**config.mk**
```make
export PLATFORM = sky130hd
export DESIGN_NAME = gray_ptr_sync
export DESIGN_NICKNAME = d
export VERILOG_FILES = /design/src/rtl/sync_pkg.sv /design/src/rtl/sync_chain.sv /design/src/rtl/gray_ptr_sync.sv
export SDC_FILE = /design/constraint.sdc
export NUM_CORES = 1
export LEC_CHECK = 0
export CORE_MARGIN = 2
export CORE_UTILIZATION = 30
export DETAILED_ROUTE_END_ITERATION = 6
export GPL_TIMING_DRIVEN = 0
export SLEW_MARGIN = 15
export SYNTH_ARGS = -nofsm -noshare
export SYNTH_HDL_FRONTEND = slang
export SYNTH_SLANG_ARGS = --single-unit
```
**constraint.sdc**
```tcl
create_clock -name wrclk -period 3.5 [get_ports wrclk]
set_input_delay 0.525 -clock wrclk [delete_from_list [all_inputs] [get_ports wrclk]]
set_output_delay 0.525 -clock wrclk [all_outputs]
set_load 0.01 [all_outputs]
```
**src/rtl/sync_pkg.sv**
```systemverilog
// sync_pkg -- shared definitions for the pointer synchronisers.
// Holds the legal synchroniser depth range, the init FSM state type and
// Gray/binary conversion helpers. The helpers work on a fixed 32-bit word.
// Narrower pointers are zero-extended into that word, and callers keep the
// low bits of the result.
package sync_pkg;

   localparam int SYNC_STAGES_MIN = 2;
   localparam int SYNC_STAGES_MAX = 4;

   // Widest pointer (wrap bit included) the conversion helpers accept.
   localparam int PTR_W_MAX = 32;

   // The flush counter must be able to reach SYNC_STAGES_MAX.
   localparam int FLUSH_CNT_W = $clog2(SYNC_STAGES_MAX + 1);

   typedef logic [PTR_W_MAX-1:0] ptr_word_t;

   typedef enum logic {
      FLUSH = 1'b0,
      RUN   = 1'b1
   } init_state_t;

   function automatic ptr_word_t bin2gray(input ptr_word_t b);
      return b ^ (b >> 1);
   endfunction

   // Each binary bit is the XOR of all Gray bits at or above it.
   function automatic ptr_word_t gray2bin(input ptr_word_t g);
      ptr_word_t b;
      b[PTR_W_MAX-1] = g[PTR_W_MAX-1];
      for (int i = PTR_W_MAX - 2; i >= 0; i--) begin
         b[i] = b[i+1] ^ g[i];
      end
      return b;
   endfunction

endpackage

```
**src/rtl/sync_chain.sv**
```systemverilog
// sync_chain -- STAGES-deep flop chain used to bring an asynchronous,
// Gray-coded bus into the clk domain. Every stage clears on rst_n.
module sync_chain
   import sync_pkg::*;
#(
   parameter int WIDTH  = 9,
   parameter int STAGES = 2
) (
   input  logic             clk,
   input  logic             rst_n,
   input  logic [WIDTH-1:0] d,
   output logic [WIDTH-1:0] q
);

   logic [WIDTH-1:0] stage [STAGES];

   // Shift the sampled bus one stage per clock.
   // NOTE: non-blocking assignments let each stage capture its predecessor's
   // old value; blocking ones would collapse the chain into a single flop.
   always_ff @(posedge clk or negedge rst_n) begin
      if (!rst_n) begin
         // NOTE: this array is a handful of flops, not a RAM, so it may be
         // reset; a reset discards whatever was in flight.
         for (int i = 0; i < STAGES; i++) begin
            stage[i] <= '0;
         end
      end else begin
         stage[0] <= d;
         for (int i = 1; i < STAGES; i++) begin
            stage[i] <= stage[i-1];
         end
      end
   end

   assign q = stage[STAGES-1];

endmodule

```
**src/rtl/gray_ptr_sync.sv**
```systemverilog
// gray_ptr_sync -- brings a foreign-domain Gray pointer into wrclk.
// It provides the synchronised Gray and binary pointers and the per-cycle
// advance. A small init FSM hides the chain flush after reset.
// Optional build macro: GRAY_PTR_SYNC_CHECK_EN compiles in the sticky
// Gray-code violation checker. When it is not defined, gray_err is
// tied low and err_clr is ignored.
module gray_ptr_sync
   import sync_pkg::*;
#(
   parameter int PTR_WIDTH   = 8,
   parameter int SYNC_STAGES = 2
) (
   input  logic               wrclk,
   input  logic               wr_rst_n,
   input  logic [PTR_WIDTH:0] rptr_gray,
   input  logic               err_clr,
   output logic [PTR_WIDTH:0] rptr_sync_gray,
   output logic [PTR_WIDTH:0] rptr_sync_bin,
   output logic               ptr_adv,
   output logic [PTR_WIDTH:0] ptr_delta,
   output logic               sync_valid,
   output logic               gray_err
);

   localparam int W = PTR_WIDTH + 1;

   // The flush count runs 0..SYNC_STAGES, which is SYNC_STAGES+1 edges.
   localparam logic [FLUSH_CNT_W-1:0] FLUSH_LAST = FLUSH_CNT_W'(SYNC_STAGES);

   if (SYNC_STAGES < SYNC_STAGES_MIN || SYNC_STAGES > SYNC_STAGES_MAX) begin : g_bad_stages
      $error("gray_ptr_sync: SYNC_STAGES=%0d outside legal range %0d..%0d",
             SYNC_STAGES, SYNC_STAGES_MIN, SYNC_STAGES_MAX);
   end
   if (W > PTR_W_MAX) begin : g_bad_width
      $error("gray_ptr_sync: PTR_WIDTH=%0d too wide for sync_pkg helpers", PTR_WIDTH);
   end

   init_state_t            state, state_next;
   logic [FLUSH_CNT_W-1:0] flush_cnt, flush_cnt_next;
   logic [W-1:0]           bin_next;
   logic [W-1:0]           bin_prev;
   logic [W-1:0]           diff;

   sync_chain #(
      .WIDTH  (W),
      .STAGES (SYNC_STAGES)
   ) u_chain (
      .clk   (wrclk),
      .rst_n (wr_rst_n),
      .d     (rptr_gray),
      .q     (rptr_sync_gray)
   );

   // Init FSM register: state and flush counter.
   always_ff @(posedge wrclk or negedge wr_rst_n) begin
      if (!wr_rst_n) begin
         state     <= FLUSH;
         flush_cnt <= '0;
      end else begin
         state     <= state_next;
         flush_cnt <= flush_cnt_next;
      end
   end

   // Init FSM next state: count out the flush, then stay in RUN until reset.
   // NOTE: defaults first, so no path leaves a signal unassigned (no latch).
   always_comb begin
      state_next     = state;
      flush_cnt_next = flush_cnt;
      case (state)
         FLUSH: begin
            if (flush_cnt == FLUSH_LAST) begin
               state_next = RUN;
            end else begin
               flush_cnt_next = flush_cnt + 1'b1;
            end
         end
         RUN:     state_next = RUN;
         default: state_next = FLUSH;
      endcase
   end

   assign sync_valid = (state == RUN);

   // rptr_sync_bin still holds the previous conversion when the new one is
   // formed, so it serves as bin_prev for the delta.
   assign bin_prev = rptr_sync_bin;
   assign bin_next = W'(gray2bin(ptr_word_t'(rptr_sync_gray)));
   assign diff     = bin_next - bin_prev;

   // Binary conversion and advance. The advance is suppressed until the
   // chain has flushed, so the first valid cycle never reports a
   // reset-to-pointer jump.
   always_ff @(posedge wrclk or negedge wr_rst_n) begin
      if (!wr_rst_n) begin
         rptr_sync_bin <= '0;
         ptr_delta     <= '0;
         ptr_adv       <= 1'b0;
      end else begin
         rptr_sync_bin <= bin_next;
         if (state == RUN) begin
            ptr_delta <= diff;
            ptr_adv   <= |diff;
         end else begin
            ptr_delta <= '0;
            ptr_adv   <= 1'b0;
         end
      end
   end

`ifdef GRAY_PTR_SYNC_CHECK_EN
   logic [W-1:0] bit_flips;
   logic         multi_flip;
   logic         err_q;

   // Re-encoding bin_prev recovers the previous Gray value without another flop.
   assign bit_flips  = rptr_sync_gray ^ W'(bin2gray(ptr_word_t'(bin_prev)));
   assign multi_flip = |(bit_flips & (bit_flips - 1'b1));

   // Sticky violation flag; a new violation wins over a simultaneous clear.
   always_ff @(posedge wrclk or negedge wr_rst_n) begin
      if (!wr_rst_n) begin
         err_q <= 1'b0;
      end else begin
         err_q <= ((state == RUN) && multi_flip) || (err_q && !err_clr);
      end
   end

   assign gray_err = err_q;
`else
   logic unused_err_clr;

   assign unused_err_clr = err_clr;
   assign gray_err       = 1'b0;
`endif

endmodule

```
==> results of run 1 <==
-- critical path: stages (launching register included) --
cell and delay, ps:
dfrtp_1 450, xor2_2 230, xnor2_2 300, xnor2_2 180, xnor2_2 190, xor2_1 160, ha_1 210, fa_1 390
nand2b_1 200, a2111o_1 370, o311ai_0 150, a21oi_1 80, a41oi_1 240
-- layer usage --
layer / up-vias / wire length [um] / share of wire (%) / GRT usage, %
li1: 562 / - / - / -
met1: 480 / 1293 / 47 / 12.68
met2: 38 / 1169 / 43 / 13.80
met3: 2 / 252 / 9.2 / 4.444
met4: 0 / 19 / 0.69 / 3.559
met5: - / 0 / 0 / 0
-- synthesized netlist by cell type (2+ instances only) --
cell type / number
dfrtp_1: 41
a21o_1: 2
nand2b_1: 3
xnor2_2: 3
a21oi_1: 7
xor2_1: 8
and2_1: 4
ha_1: 10
o21ai_0: 6
nand2_1: 4
nor2_1: 11
a41oi_1: 2
xnor2_1: 8
inv_1: 16
buf_4: 10
-- metrics by stage --
step	power [W]	std cells	cell area [um2]	hold slack, ps	util [%]
floorplan	0.001091	148	1790	229.4	-
global placement	0.001362	262	2275	332.3	38.88
detailed placement	0.001367	263	2290	334.7	39.14
CTS	0.001755	271	2406	99.19	41.12
global route	0.001889	272	2414	95.90	41.25
finish	0.001735	272	2414	96.17	41.25
-- state kept, by name (all words and copies together) (netlist names) --
| signal | flops |
|---|---|
| ptr_delta | 9 |
| rptr_sync_bin | 9 |
| u_chain.q | 9 |
| u_chain.stage | 9 |
| flush_cnt | 3 |
| ptr_adv | 1 |
| sync_valid | 1 |
-- worst paths after layout --
check                                    endpoint  cells after the start  slack (ps)
max in group asynchronous            ptr_delta[7]                      2        2960
worst min register to register       u_chain.q[1]                      0         350
worst max-delay path                      ptr_adv                     12         270
worst max register to register            ptr_adv                     12         270
worst min-delay path            u_chain.stage[13]                      1         100
min in group wrclk                   u_chain.q[1]                      0         350
-- layout make-up --
type / instances / area (um2)
clock inverter: 1 / 30.03
sequential: 41 / 1026
inverter: 16 / 60.06
multi-input combinational: 81 / 629.4
timing repair buffer: 41 / 412.9
fill: 582 / 3437
buffer: 10 / 75.07
clock buffer: 7 / 86.33
tap: 75 / 93.84
-- power by group --
group	switching (W)	total [W]	internal (W)
clock	0.000149	0.000381	0.000232
combinational	0.000357	0.000750	0.000393
sequential	0.0000346	0.000604	0.000569
total	0.000540	0.00173	0.00119
-- cell families (layout without fill, tap and decap cells) --
| logic type | Yosys count | in the layout | synth area share [%] |
|---|---|---|---|
| xor gates and xnor gates | 20 | 20 | 11.46 |
| other | 1 | 1 | 0.2094 |
| buffers and inverters | 26 | 75 | 7.547 |
| adders and majority gates | 11 | 11 | 8.106 |
| AOI/OAI and AO/OA | 22 | 22 | 7.967 |
| DFF | 41 | 41 | 57.30 |
| and+or+nand+nor | 27 | 27 | 7.408 |
==> out/results.tsv, run 1 <==
stage	metric	value	unit
status	status	completed	
hold_path	hold crit path type	in -> async	
cts	Setup Buffers After CTS	0	
die	core area	5851	um2
yosys	EDFF count, synth	0	
setup_path	Reg2Reg Launch Point	u_chain.q[8]	
die	chip width	81.26	um
timing	endpoints failing setup	0	
cells_and_area	most common cell after layout, fill and taps aside	dfrtp_1	
yosys	ys async rst share	100.0	%
cts	TritonCTS buffer count	5	
cts	clk root buf	clkbuf_8	
grt	vias in the first global route	1129	
pwr	Lkg Pwr	1.092	nW
grt	remaining global-route overflow	0	
setup_path	Worst Path Arrival	3420	ps
place	dpl ws	154.3	ps
timing	Clock Skews	11.05	ps
yosys	Cells after Synth	148	
grt	antenna violations before repair	0	
yosys	Distinct cells, synth	28	
timing	Final Hold Fails	0	
yosys	share of the synthesized area in the top cell type	57.30	%
setup_path	critical path launch point type	flop	
yosys	sequential area share after synthesis	57.30	%
yosys	synthesized area	1790	um2
die	die area	6602	um2
timing	Slew Viols, Final	0	
timing	RSZ-0062 raised after global routing	false	
timing	minimum clock period	3235	ps
cts	Hold-fix buffers, CTS	0	
yosys	Area contributors post-synth	dfrtp_1 57%, ha_1 7.0%, buf_4 4.2%, xnor2_1 3.9%, xor2_1 3.9%	
timing	final setup TNS	0	ps
setup_path	Worst Setup End Kind	flop	
yosys	dominant synthesized flop cell	dfrtp_1	
yosys	Yosys Warn Count	0	
die	Vert. Die Dim	81.26	um
yosys	Synth area leader	dfrtp_1	
cells_and_area	Nets	219	
drt	number of nets with antenna violations after routing	0	
timing	crit share post-route	92.42	%
timing	Rel. slew slack	67.09	%
yosys	syn avg cell area	12.10	um2
cts	clk_lat worst skew	280	ps
timing	fmax	309.1	MHz
grt	first-pass GRT wire length	4802	um
drt	drt total wl	2734	um
cells_and_area	Area Growth Syn to Fin	34.80	%
timing	setup ws final	265.1	ps
pwr	Cell Pwr Density	718.8	nW/um2
drt	vias	1082	
drt	residual DRC count	0	
yosys	syn_nets	171	
yosys	flops & latches, synth	41	
drt	vias per cell	3.978	
cts	TritonCTS clock tree	built	
setup_path	Max Fanout on Critical Path	4	
setup_path	Setup CP Type	reg -> reg	
cells_and_area	Antenna Cells	0	
drt	Pre-Repair DR Iteration Count	4	
die	std cell rows	28	
drt	DR WL/cell	10.05	um
die	io pins	42	
cts	# resized after CTS	0	
grt	GRT Total Usage	9.625	%
cells_and_area	most frequent cells in the layout	41 x dfrtp_1, 38 x clkdlybuf4s50_1, 16 x inv_1, 11 x nor2_1, 11 x buf_4	
place	Buffers on Ports	39	
pwr	peak supply drop	352.4	uV
timing	actual slew at the worst max-slew pin	487.5	ps
cts	clk sinks	41	
place	hpwl dp	2157	um
place	RD Place Congestion	0.7329	
cells_and_area	layout cell share with drive strength beyond 1	12.69	%
drt	1st-iter DRT viols	48	
cts	clock-pin slew on the worst setup and hold paths	80	ps
grt	pin count of the biggest net entering global routing	33	
cts	Clock Path Buffers	2	
job	# Max-Cap Violations	0	
die	Starting Density	30.60	%
cts	H-tree levels	2	
setup_path	Required @ worst endpoint	3680	ps
setup_path	Critical path origin	u_chain.q[8]	
No activity file was read; power rests on OpenSTA's default activity.
==> run 2, diff against run 1 <==
- GPL_ROUTABILITY_DRIVEN: unset -> 0
==> results of run 2 <==
The final DEF is identical to that of run 1; final timing and power are the same.
